### config.mk
export PLATFORM = sky130hd
export DESIGN_NAME = mem_arbiter
export DESIGN_NICKNAME = d
export VERILOG_FILES = /design/src/rtl/mem_arbiter.sv
export SDC_FILE = /design/constraint.sdc
export NUM_CORES = 1
export LEC_CHECK = 0
export BUFFER_PORTS_ARGS = -buffer_cell sky130_fd_sc_hd__buf_2
export CAP_MARGIN = 0
export CORE_AREA = 2 2 118 120
export DETAILED_ROUTE_END_ITERATION = 16
export DIE_AREA = 0 0 120 122
export PLACE_DENSITY = 0.49
export RECOVER_POWER = 25
export SYNTH_ARGS = -nofsm -noshare
export SYNTH_HDL_FRONTEND = slang
export SYNTH_SLANG_ARGS = --single-unit
export TNS_END_PERCENT = 1
### constraint.sdc
create_clock -name i_clk -period 5.81 [get_ports i_clk]
set_input_delay 1.162 -clock i_clk [delete_from_list [all_inputs] [get_ports i_clk]]
set_output_delay 1.162 -clock i_clk [all_outputs]
set_load 0.03 [all_outputs]
### src/rtl/mem_arbiter.sv
// Two-port memory arbiter: locks the memory to one cache per burst and steers in-order read data back to the owner.
// Latency: zero; the granted request reaches the memory combinationally in the same cycle.
// Backpressure: the owner's ready follows i_mem_ready and is held low at MAX_OUTSTANDING reads; the other port sees ready=0.
module mem_arbiter #(
    parameter int MAX_OUTSTANDING = 4
) (
    input  logic        i_clk,
    input  logic        i_rst,
    input  logic [31:0] i_c0_addr,
    input  logic        i_c0_ren,
    input  logic        i_c0_wen,
    input  logic [31:0] i_c0_wdata,
    output logic        o_c0_ready,
    output logic [31:0] o_c0_rdata,
    output logic        o_c0_valid,
    input  logic [31:0] i_c1_addr,
    input  logic        i_c1_ren,
    input  logic        i_c1_wen,
    input  logic [31:0] i_c1_wdata,
    output logic        o_c1_ready,
    output logic [31:0] o_c1_rdata,
    output logic        o_c1_valid,
    output logic [31:0] o_mem_addr,
    output logic        o_mem_ren,
    output logic        o_mem_wen,
    output logic [31:0] o_mem_wdata,
    input  logic        i_mem_ready,
    input  logic [31:0] i_mem_rdata,
    input  logic        i_mem_valid,
    output logic        o_err
);

    localparam int CW = $clog2(MAX_OUTSTANDING + 1);

    typedef enum logic [1:0] {
        IDLE = 2'd0,
        OWN0 = 2'd1,
        OWN1 = 2'd2
    } state_t;

    state_t        state_q, state_d;
    logic [CW-1:0] cnt_q, cnt_d;
    logic          rr_q, rr_d;
    logic          err_q;

    logic          req0, req1;
    logic          gnt_vld, gnt_sel;
    logic          g_ren, g_wen, g_rdy;
    logic          full, rd_acc, resp;

    assign req0 = i_c0_ren | i_c0_wen;
    assign req1 = i_c1_ren | i_c1_wen;

    // Grant is suppressed while reset is held so the memory side goes quiet at once.
    always_comb begin
        gnt_vld = 1'b0;
        gnt_sel = 1'b0;
        if (!i_rst) begin
            case (state_q)
                OWN0: begin
                    gnt_vld = 1'b1;
                    gnt_sel = 1'b0;
                end
                OWN1: begin
                    gnt_vld = 1'b1;
                    gnt_sel = 1'b1;
                end
                default: begin
                    if (req0 && req1) begin
                        gnt_vld = 1'b1;
                        gnt_sel = rr_q;
                    end else if (req0) begin
                        gnt_vld = 1'b1;
                        gnt_sel = 1'b0;
                    end else if (req1) begin
                        gnt_vld = 1'b1;
                        gnt_sel = 1'b1;
                    end
                end
            endcase
        end
    end

    assign full   = (cnt_q == CW'(MAX_OUTSTANDING));
    assign g_ren  = gnt_vld & (gnt_sel ? i_c1_ren : i_c0_ren);
    assign g_wen  = gnt_vld & (gnt_sel ? i_c1_wen : i_c0_wen);
    assign g_rdy  = gnt_vld & i_mem_ready & ~(g_ren & full);

    assign o_mem_addr  = !gnt_vld ? 32'd0 : (gnt_sel ? i_c1_addr  : i_c0_addr);
    assign o_mem_wdata = !gnt_vld ? 32'd0 : (gnt_sel ? i_c1_wdata : i_c0_wdata);
    assign o_mem_ren   = g_ren & ~full;
    assign o_mem_wen   = g_wen;
    assign o_c0_ready  = g_rdy & ~gnt_sel;
    assign o_c1_ready  = g_rdy & gnt_sel;

    assign rd_acc = o_mem_ren & i_mem_ready;
    assign resp   = i_mem_valid & (cnt_q != '0);

    assign o_c0_rdata = i_mem_rdata;
    assign o_c1_rdata = i_mem_rdata;
    assign o_c0_valid = resp & (state_q == OWN0);
    assign o_c1_valid = resp & (state_q == OWN1);
    assign o_err      = err_q;

    always_comb begin
        cnt_d = cnt_q;
        case ({rd_acc, resp})
            2'b10:   cnt_d = cnt_q + 1'b1;
            2'b01:   cnt_d = cnt_q - 1'b1;
            default: cnt_d = cnt_q;
        endcase
    end

    // Ownership is only released once every read of the burst has returned.
    always_comb begin
        state_d = state_q;
        rr_d    = rr_q;
        case (state_q)
            IDLE: begin
                if (gnt_vld) state_d = gnt_sel ? OWN1 : OWN0;
            end
            OWN0: begin
                if (cnt_d == '0 && !req0) begin
                    state_d = IDLE;
                    rr_d    = 1'b1;
                end
            end
            OWN1: begin
                if (cnt_d == '0 && !req1) begin
                    state_d = IDLE;
                    rr_d    = 1'b0;
                end
            end
            default: state_d = IDLE;
        endcase
    end

    always_ff @(posedge i_clk or posedge i_rst) begin
        if (i_rst) begin
            state_q <= IDLE;
            cnt_q   <= '0;
            rr_q    <= 1'b0;
            err_q   <= 1'b0;
        end else begin
            state_q <= state_d;
            cnt_q   <= cnt_d;
            rr_q    <= rr_d;
            err_q   <= err_q | (i_mem_valid & (cnt_q == '0));
        end
    end

endmodule

==> metrics.md <==
| Metric | Value |
|---|---|
| Seq/Total Area, Yosys | 0.0895 |
| Final setup viols | 0 |
| Final Max Tran Viols | 0 |
| Final period util | 0.732 |
| Vias | between 2k and 3k |
| Reg2reg start | state_q[0] |
| Die area | 14600 µm² |
| Power Density | 331 nW/µm² |
| Worst EP required | 4.65 ns |
| Reg2reg end | rr_q |
| Worst vdd ir | 0.221 mV |
| Top post-synthesis cells by area | nand2_1 26%, buf_4 25%, a21oi_1 17%, dfrtp_1 9.0%, clkbuf_1 3.1% |
| Net count after synthesis | 514 |
| Register area | 175 µm² |
| Postcts setup bufs | 0 |
| Clock skew | 0.000458 ns |
| Mapped Area | between 1500 and 2000 µm² |
| Vias in the first global route | 2443 |
| Maximum clock rate | 0.235 GHz |
| WHS Path Cells | 1 |
| Global route overflow | 0 |
| Clock Pin Slew Worst Setup and Hold Paths | approximately 0.030 ns |
| Unrepaired setup endpoints after global routing | false |
| CP Cell Sequence | buf_2, o21bai_1, a31o_2, buf_4, nand2_1, a21oi_1, buf_2 |
| Initial antenna violation count | 0 |
| Psw | 519 µW |
| Post-Syn Instances | 341 |
| CTS Buf Count | 3 |
| CP max-delay cell | a31o_2 |
| Type of origin of the critical path | input port |
| Synth unique cells | 35 |
| Hold slack final | 0.464 ns |
| Number of clock sinks | 7 |
| Non-filler cells, final | about 650 |
| Slew HR | 0.521 |
| P_leak | 1.58 nW |
| Post-route minimum period | 4.25 ns |
| Internal cell power | 394 µW |
| Inst Count DP | 647 |
| Cell mode on critical path | buf_2 |
| #FFs+latches synth | 7 |
| Die Ht | 122 µm |
| Clk root buf | clkbuf_16 |
| GPL Wtd Cong | roughly 0.71 |
| Sequential Power Share | 0.102 |
| Sw Ratio | 0.568 |
| Area delta synth->final | 41.2% |
| Synthesis Warnings | 0 |
| Latest clock arrival within the worst-skew pair | roughly 0.22 ns |
| CP peak stage delay | 0.64 ns |
| Hold path start | o_err |
| Core Area | 13500 µm² |
| Post-route DRC | 0 |
| Commonest non-fill, non-tap cell in the layout | buf_2 |
| Port buffer count | 206 |
| Layout cell share with drive strength beyond 1 | 0.463 |
| Final WL | 8300 µm |
| Max-cap violations | 0 |
| Global-route wire length before repair | 12600 µm |
| Starting DRT DRC Count | 95 |
| Kind of critical path | input port to primary output |
| Worst slew pin tran | 0.718 ns |
| FF-to-FF path depth | 15 |
| Final hold viol count | 0 |
| Synth top area share | 0.255 |
| Top cell type by total area after synthesis | nand2_1 |
| Total GRT Usage | 0.105 |
| Hold Path End | o_err |
| Number of inserted diodes | 0 |
| CTS H-tree depth | 1 |
| CP arrival | 3.09 ns |
| CP Max Fanout | 33 |
| Syn Area/Cell | 5.74 µm² |
| Routed WL per cell | 12.8 µm |
| Final setup TNS | 0 ns |
| ANT nets after route | 0 |
| PostCTS Resize Cnt | 0 |
| Outcome | completed |
| Commonest non-fill, non-tap cells in the layout | 204 x buf_2, 133 x nand2_1, 67 x a21oi_1, 7 x inv_1, 7 x dfrtp_1 |
| Via density | 3.88 |
| Hold Crit Class | register to register |
| Clock Path Buffers | 2 |
| Detailed-router iteration count before antenna repair | 6 |
| Initial Util | 0.145 |
| Area occupied by multi-input gates | approximately 1200 µm² |
| Reg2reg setup slack | 2.27 ns |
| FP Rows | between 40 and 50 |
| Fill count | 1621 |
| I/O pins | 303 |
| TritonCTS clock tree | built |
| Logic pwr share | 0.773 |
| Crit end category | primary output |
| Hold-fix buffers, CTS | 0 |
| Largest net degree at the start of global routing | 68 |
| Clk pwr share | 0.124 |
| Die X | 120 µm |
| Post-DP HPWL | between 6000 and 7000 µm |
| Layout net count | between 600 and 700 |
-- routing by layer --
layer / wire length, µm / track usage / vias up / share of wire
met5: 0 / 0 / - / 0
met4: 83 / 0.0176 / 0 / 0.010
met3: 748 / 0.0192 / 13 / 0.090
met2: 3950 / 0.187 / 144 / 0.48
met1: 3530 / 0.135 / 1063 / 0.42
li1: - / - / 1303 / -
-- logic make-up after synthesis --
| family | count (synthesis) | share of synthesized area |
|---|---|---|
| and+or+nand+nor | 151 | 0.312 |
| buffers and inverters | 92 | 0.307 |
| AOI/OAI and AO/OA | 82 | 0.237 |
| DFF | 7 | 0.0895 |
| adders and majority gates | 5 | 0.0358 |
| xor gates and xnor gates | 2 | 0.00895 |
| muxes | 2 | 0.0102 |
-- power by group through the flow --
stage / Clock, mW / Sequential (mW) / Combinational (mW)
3_3_place_gp: 0 / 0.0935 / 0.724
2_1_floorplan: 0 / 0.0942 / 0.588
5_1_grt: 0.120 / 0.0986 / 0.794
3_5_place_dp: 0 / 0.0937 / 0.722
6_report: 0.113 / 0.0936 / 0.707
4_1_cts: 0.116 / 0.0933 / 0.724
-- how the worst max path moves through the flow --
stage	start	to	slack, ns
3_3_place_gp	i_c0_wen	o_mem_addr[29]	1.47
6_report	i_c0_wen	o_mem_addr[22]	1.56
2_1_floorplan	i_c1_wen	rr_q	1.90
3_5_place_dp	i_c0_wen	o_mem_addr[22]	1.49
4_1_cts	i_c0_wen	o_mem_addr[22]	1.50
5_1_grt	i_c0_wen	o_mem_addr[13]	1.30
-- layout make-up --
cell class,count,area share
multi-input cells,242,0.431
repair buffers,211,0.386
well taps,180,0.0815
flip-flops and latches,7,0.0634
clock buffers,4,0.0285
inverters,7,0.00951
-- state kept, by name (all words and copies together), names as in the netlist --
register	count
o_err	1
cnt_q	3
rr_q	1
state_q	2
-- synth_stat cells --
cell type,n
a211o_1,1
a21o_1,3
a21oi_1,67
a221oi_1,1
a22oi_2,1
a311oi_1,2
a31o_2,1
a31oi_1,1
a31oi_2,1
and2_1,3
and3b_1,1
buf_1,3
buf_4,64
buf_6,2
clkbuf_1,16
dfrtp_1,7
fa_1,1
ha_1,4
inv_1,7
mux2i_1,2
nand2_1,133
nand3_1,1
nand3b_1,2
nor2_1,4
nor2b_1,2
nor3_1,1
nor3b_1,1
o21ai_0,1
o21bai_1,1
o32ai_1,2
or2_2,1
or3_2,1
or4b_1,1
xnor2_1,1
xor2_1,1
-- metrics by stage --
step / cell area (µm²) / total power [mW] / util / setup WS [ns]
floorplan: 1960 / 0.682 / - / 1.90
global placement: 2690 / 0.817 / 0.199 / 1.47
detailed placement: 2690 / 0.816 / 0.199 / 1.49
CTS: 2770 / 0.933 / 0.205 / 1.50
global route: 2760 / 1.01 / 0.205 / 1.30
finish: 2760 / 0.914 / 0.205 / 1.56
-- critical path: cells and delay by family --
family / cells / cell delay [ns]
AO/OA/AOI/OAI: 3 / 1.05
buffers and inverters: 3 / 0.77
AND/OR/NAND/NOR: 1 / 0.09
Note: power is estimated with default switching activity, not from simulation.
